### config.mk
export PLATFORM = sky130hd
export DESIGN_NAME = data_cache_responder
export DESIGN_NICKNAME = d
export VERILOG_FILES = /design/src/rtl/dcache_pkg.sv /design/src/rtl/dcache_array.sv /design/src/rtl/data_cache_responder.sv
export SDC_FILE = /design/constraint.sdc
export NUM_CORES = 2
export LEC_CHECK = 0
export ABC_CLOCK_PERIOD_IN_PS = 4460
export BUFFER_PORTS_ARGS = -buffer_cell sky130_fd_sc_hd__buf_2
export CORE_MARGIN = 5
export CORE_UTILIZATION = 35
export DETAILED_ROUTE_END_ITERATION = 7
export MAX_ROUTING_LAYER = met4
export PLACE_DENSITY_LB_ADDON = 0.08
export SLEW_MARGIN = 0
export SYNTH_ARGS = -nofsm -noshare
export SYNTH_HDL_FRONTEND = slang
export SYNTH_SLANG_ARGS = --single-unit
export TNS_END_PERCENT = 100
### constraint.sdc
create_clock -name clock -period 4.46 [get_ports clock]
set_input_delay 0.892 -clock clock [delete_from_list [all_inputs] [get_ports clock]]
set_output_delay 0.892 -clock clock [all_outputs]
set_load 0.05 [all_outputs]
### src/rtl/dcache_pkg.sv
// Shared types and defaults for the data-cache responder.
package dcache_pkg;

  typedef enum logic [1:0] {IDLE, FILL, WRITE, ACK} dc_state_t;

  localparam int NBITS_DEF        = 8;
  localparam int NLINES_DEF       = 4;
  localparam int MISS_LATENCY_DEF = 3;

  // Statistics counters stick at all-ones instead of wrapping.
  function automatic logic [7:0] sat_inc(input logic [7:0] v);
    return (v == 8'hFF) ? v : v + 8'd1;
  endfunction

endpackage

### src/rtl/dcache_array.sv
// Direct-mapped valid/tag/data storage: combinational lookup, one synchronous write port.
module dcache_array #(
  parameter int NBITS  = 8,
  parameter int NLINES = 4
) (
  input  logic             clock,
  input  logic             reset,
  input  logic [NBITS-1:0] addr,
  output logic             hit,
  output logic [NBITS-1:0] line_data,
  input  logic             we,
  input  logic [NBITS-1:0] waddr,
  input  logic [NBITS-1:0] wdata
);
  localparam int IDXW = $clog2(NLINES);
  localparam int TAGW = NBITS - IDXW;

  logic [NLINES-1:0] valid;
  logic [TAGW-1:0]   tags  [NLINES];
  logic [NBITS-1:0]  lines [NLINES];
  logic [IDXW-1:0]   idx;
  logic [IDXW-1:0]   widx;

  assign idx       = addr[IDXW-1:0];
  assign widx      = waddr[IDXW-1:0];
  assign hit       = valid[idx] && (tags[idx] == addr[NBITS-1:IDXW]);
  assign line_data = lines[idx];

  always_ff @(posedge clock) begin
    if (!reset)  valid       <= '0;
    else if (we) valid[widx] <= 1'b1;
  end

  // Tag and data are not cleared; a reset edge still blocks any install.
  always_ff @(posedge clock) begin
    if (reset && we) begin
      tags[widx]  <= waddr[NBITS-1:IDXW];
      lines[widx] <= wdata;
    end
  end

endmodule

### src/rtl/data_cache_responder.sv
// Write-through, no-write-allocate data cache with a slow internal backing memory.
module data_cache_responder
  import dcache_pkg::*;
#(
  parameter int NBITS        = NBITS_DEF,
  parameter int NLINES       = NLINES_DEF,
  parameter int MISS_LATENCY = MISS_LATENCY_DEF
) (
  input  logic             clock,
  input  logic             reset,
  input  logic [NBITS-1:0] addr,
  input  logic [NBITS-1:0] wdata,
  input  logic             MemRead,
  input  logic             MemWrite,
  output logic [NBITS-1:0] rdata,
  output logic             busy,
  output logic [7:0]       hit_count,
  output logic [7:0]       miss_count
);
  localparam int CNTW = (MISS_LATENCY > 1) ? $clog2(MISS_LATENCY) : 1;

  dc_state_t        state, next_state;
  logic [CNTW-1:0]  counter;
  logic [NBITS-1:0] addr_q;
  logic [NBITS-1:0] wdata_q;
  logic [NBITS-1:0] mem [2**NBITS];

  logic             hit;
  logic [NBITS-1:0] line_data;
  logic [NBITS-1:0] lookup_addr;
  logic             rd_hit, rd_miss, fill_done, write_done;
  logic             arr_we;
  logic [NBITS-1:0] arr_wdata;

  // In IDLE the live request is looked up; afterwards the latched address is.
  assign lookup_addr = (state == IDLE) ? addr : addr_q;

  dcache_array #(.NBITS(NBITS), .NLINES(NLINES)) u_array (
    .clock     (clock),
    .reset     (reset),
    .addr      (lookup_addr),
    .hit       (hit),
    .line_data (line_data),
    .we        (arr_we),
    .waddr     (addr_q),
    .wdata     (arr_wdata)
  );

  always_ff @(posedge clock) begin
    if (!reset) state <= IDLE;
    else        state <= next_state;
  end

  always_comb begin
    next_state = state;
    unique case (state)
      IDLE:    if (MemWrite) next_state = WRITE;
               else if (rd_miss) next_state = FILL;
      FILL:    if (counter == '0) next_state = IDLE;
      WRITE:   if (counter == '0) next_state = ACK;
      ACK:     next_state = IDLE;
      default: next_state = IDLE;
    endcase
  end

  always_comb begin
    rd_hit     = (state == IDLE) && !MemWrite && MemRead && hit;
    rd_miss    = (state == IDLE) && !MemWrite && MemRead && !hit;
    fill_done  = (state == FILL) && (counter == '0);
    write_done = (state == WRITE) && (counter == '0);
    arr_we     = fill_done || (write_done && hit);
    arr_wdata  = fill_done ? mem[addr_q] : wdata_q;
    busy       = 1'b0;
    unique case (state)
      IDLE:        busy = MemWrite || rd_miss;
      FILL, WRITE: busy = 1'b1;
      ACK:         busy = 1'b0;
      default:     busy = 1'b0;
    endcase
  end

  always_ff @(posedge clock) begin
    if (!reset)
      counter <= '0;
    else if ((state == IDLE) && (MemWrite || rd_miss))
      counter <= CNTW'(MISS_LATENCY - 1);
    else if (((state == FILL) || (state == WRITE)) && (counter != '0))
      counter <= counter - 1'b1;
  end

  // Request is captured when leaving IDLE so a withdrawn request still commits.
  always_ff @(posedge clock) begin
    if ((state == IDLE) && (MemWrite || rd_miss)) begin
      addr_q  <= addr;
      wdata_q <= wdata;
    end
  end

  always_ff @(posedge clock) begin
    if (reset && write_done) mem[addr_q] <= wdata_q;
  end

  always_ff @(posedge clock) begin
    if (!reset) begin
      rdata      <= '0;
      hit_count  <= '0;
      miss_count <= '0;
    end else begin
      if (rd_hit)         rdata <= line_data;
      else if (fill_done) rdata <= mem[addr_q];
      if (rd_hit)  hit_count  <= sat_inc(hit_count);
      if (rd_miss) miss_count <= sat_inc(miss_count);
    end
  end

endmodule

==> results.md <==
- Sequential element share of the synthesized area: 77.2%
- Crit path max fanout: 3
- Synth cell types: 63
- TNS Setup: 0 ps
- Mapped Area: 83500 µm²
- Worst Path Arrival: 3370 ps
- Area grow syn2layout: 17.2%
- Status: complete, no violations
- Starting density of the core: 35.1%
- Area taken by multi-input logic gates: 18100 µm²
- Hold path start: wdata[0]
- Largest net degree at the start of global routing: 195
- YS warnings: 0
- Clock Skew: 32.9 ps
- First-pass GRT wire length: 329000 µm
- Tot GR Track Use: 18.9%
- Slowest stage delay, CP: 500 ps
- CTS H-Tree Depth: 4
- Worst hold path type: in -> reg
- Cell Pwr Density: 620 nW/µm²
- CTS tree: built
- Leakage: 30.9 nW
- I/O pins: 45
- Nets: 4445
- EDFF count, synth: 2120
- Top FF cell, synth: edfxtp_1
- Startpoint type of the worst setup path: flip-flop
- Async SR Flop Fraction: 0%
- Tmin final: 4260 ps
- WHS: 209 ps
- Initial antenna violation count: 8
- VDD IR-drop max: 1320 µV
- Critical Path Slowest Stage Cell: mux4_2
- Synth Register Bits: 2160
- Post-layout instance area: 97800 µm²
- Remaining DRCs: 0
- Number of vias in the routed layout: 41000
- Final period util: 95.5%
- Die area: 248000 µm²
- Die Span Y: 498 µm
- Row count: 179
- Core ar.: 238000 µm²
- Delay-heaviest family, CP: multiplexers
- Post-DP HPWL: 143000 µm
- Syn nets: 3963
- Fillcell total: 20900
- Port-buffer cells: 44
- Placement-stage cell area: 90500 µm²
- Max-Cap Viols: 0
- Fmax: 235 MHz
- Clock Tree Root: clkbuf_16
- Hold Buf Count CTS: 0
- DR pass1 iterations: 7
- Critical path class: reg -> out
- Total global routing overflow: 0
- Max Slew Vio Count: 0
- Clock Sinks: 2160
- Worst setup EP type: output pin
- Clock Tree Buf Depth: 3
- Fin util: 41.2%
- Die Wd: 498 µm
- Routed Antenna Nets: 0
- Worst slew pin tran: 1250 ps
- DRT iter0 DRCs: 3937
- Clk_lat worst skew: 860 ps
- Reg clk slew, reported paths: 60 ps
- WL final: 231000 µm
- Max-slew headroom: 16.8%
- Worst path bufs/invs: 3
- Setup violations, final: 0
- Pwr Total: 60.6 mW
- Final hold violation count: 0
- CP cell instances: inv_2 -> ha_4 -> mux2i_4 -> buf_6 -> mux4_2 -> xnor2_1 -> nor4_4 -> a31oi_2 -> o21ai_1 -> o21ai_1 -> buf_6
- Vias in the first global route: 42500
- Register area: 64500 µm²
- CTS buffer count: 227
- DR WL/cell: 29.7 µm
- Syn_area_per_cell: 21.2 µm²
- GP Congestion: 0.790
- Post-DR vias/cell: 5.27
- Post-Syn Instances: 3936
- CP required: 3570 ps
- CP startpoint: state[0]
- Layout cells sized above 1: 30.1%
-- layout by cell type (no fill, tap or decap), types with 57 or more instances in the layout --
cell | netlist | final
mux2i_1 | 95 | 93
buf_4 | 17 | 394
nor2_1 | 312 | 310
nand2_1 | 69 | 57
clkbuf_16 | 0 | 227
edfxtp_1 | 2120 | 2120
o22ai_1 | 62 | 62
mux4_2 | 518 | 518
clkinv_1 | 0 | 68
a22oi_1 | 96 | 96
-- cells by family (layout without fill, tap and decap cells) --
group           Yosys count  in the layout  share of synthesized area [%]
simple gates            537            537                           2.84
xor+xnor                 22             22                          0.231
mux                     635            635                           15.4
buf+inv                 241            923                           1.26
flops                  2160           2160                           77.2
fa+ha+maj                 7              7                          0.105
other cells               0              7                              0
compound gates          334            334                           2.92
-- cells in the mapped netlist, drive strengths merged, types with 4 or more instances --
cell type	n	area [µm²]
a221oi	14	123
o22ai	62	388
a211o	8	70.1
o2111ai	5	43.8
and2	4	25.0
edfxtp	2120	63700
o211ai	20	150
a211oi	5	37.5
nand2	69	259
a22oi	96	721
inv	12	45.0
o311ai	8	87.6
a22o	15	131
xnor2	18	158
clkbuf	136	510
nor4	16	115
mux2i	96	973
o31ai	7	52.6
nor3	50	250
a21o	4	30.0
nor2	312	1170
o21ai	26	141
a21oi	36	180
nand3	29	145
nor2b	20	125
nand2b	11	68.8
mux2	21	236
or4	7	52.6
xor2	4	35.0
o211a	8	80.1
ha	7	87.6
buf	93	493
mux4	518	11700
o221a	8	90.1
dfxtp	40	801
-- final cells by class --
cell class / count / share of cell area (%)
tap: 3167 / 4.05
antenna: 7 / 0.0179
timing repair buffer: 482 / 4.12
sequential: 2160 / 65.9
clock buffer: 276 / 6.01
inverter: 12 / 0.0461
multi-input combinational: 1535 / 18.5
clock inverter: 153 / 1.31
-- path summary, 6_finish.rpt --
| check | slack, ps | cells past startpoint | to |
|---|---|---|---|
| setup reg to reg | 310 | 9 | u_array.lines[3][7] |
| hold reg to reg | 460 | 1 | u_array.valid[0] |
| hold / removal | 210 | 1 | wdata_q[0] |
| setup / recovery | 200 | 11 | busy |
-- power breakdown --
group | switching [mW] | leakage (nW) | internal, mW
clock network | 7.94 | 3.51 | 10.3
registers | 0.565 | 19.4 | 24.2
logic | 10.7 | 7.98 | 6.76
total | 19.2 | 30.9 | 41.3
-- per-stage QoR --
| stage | setup slack (ps) | cells |
|---|---|---|
| 3_5_place_dp | -131 | 7351 |
| 3_3_place_gp | 4.43 | 7351 |
| 4_1_cts | -68.1 | 7783 |
| 2_1_floorplan | 270 | 3936 |
| 6_report | 200 | 7792 |
| 5_1_grt | -6.00 | 7788 |
-- registers in the layout, summed over array words and instances, names as in the netlist, named ones only --
name and flops:
mem 2048, u_array.lines 32, u_array.tags 24, addr_q 8, hit_count 8, miss_count 8, rdata 8, wdata_q 8
u_array.valid 4, counter 2, state 2
-- routing by layer --
layer / GRT usage [%] / share of wire (%) / vias up
li1: - / - / 17500
met1: 27.4 / 47 / 22300
met2: 28.6 / 47 / 957
met3: 2.90 / 4.9 / 282
met4: 3.96 / 1.9 / 0
met5: - / 0 / -
-- repair_timing --
action                     4_1_cts  5_1_grt
resized for setup               12        8
setup endpoints to repair       17        1
hold endpoints to repair         0        0
pin swaps                        3        2
buffers inserted                 3        2
Power figures use the tool's default switching activity.
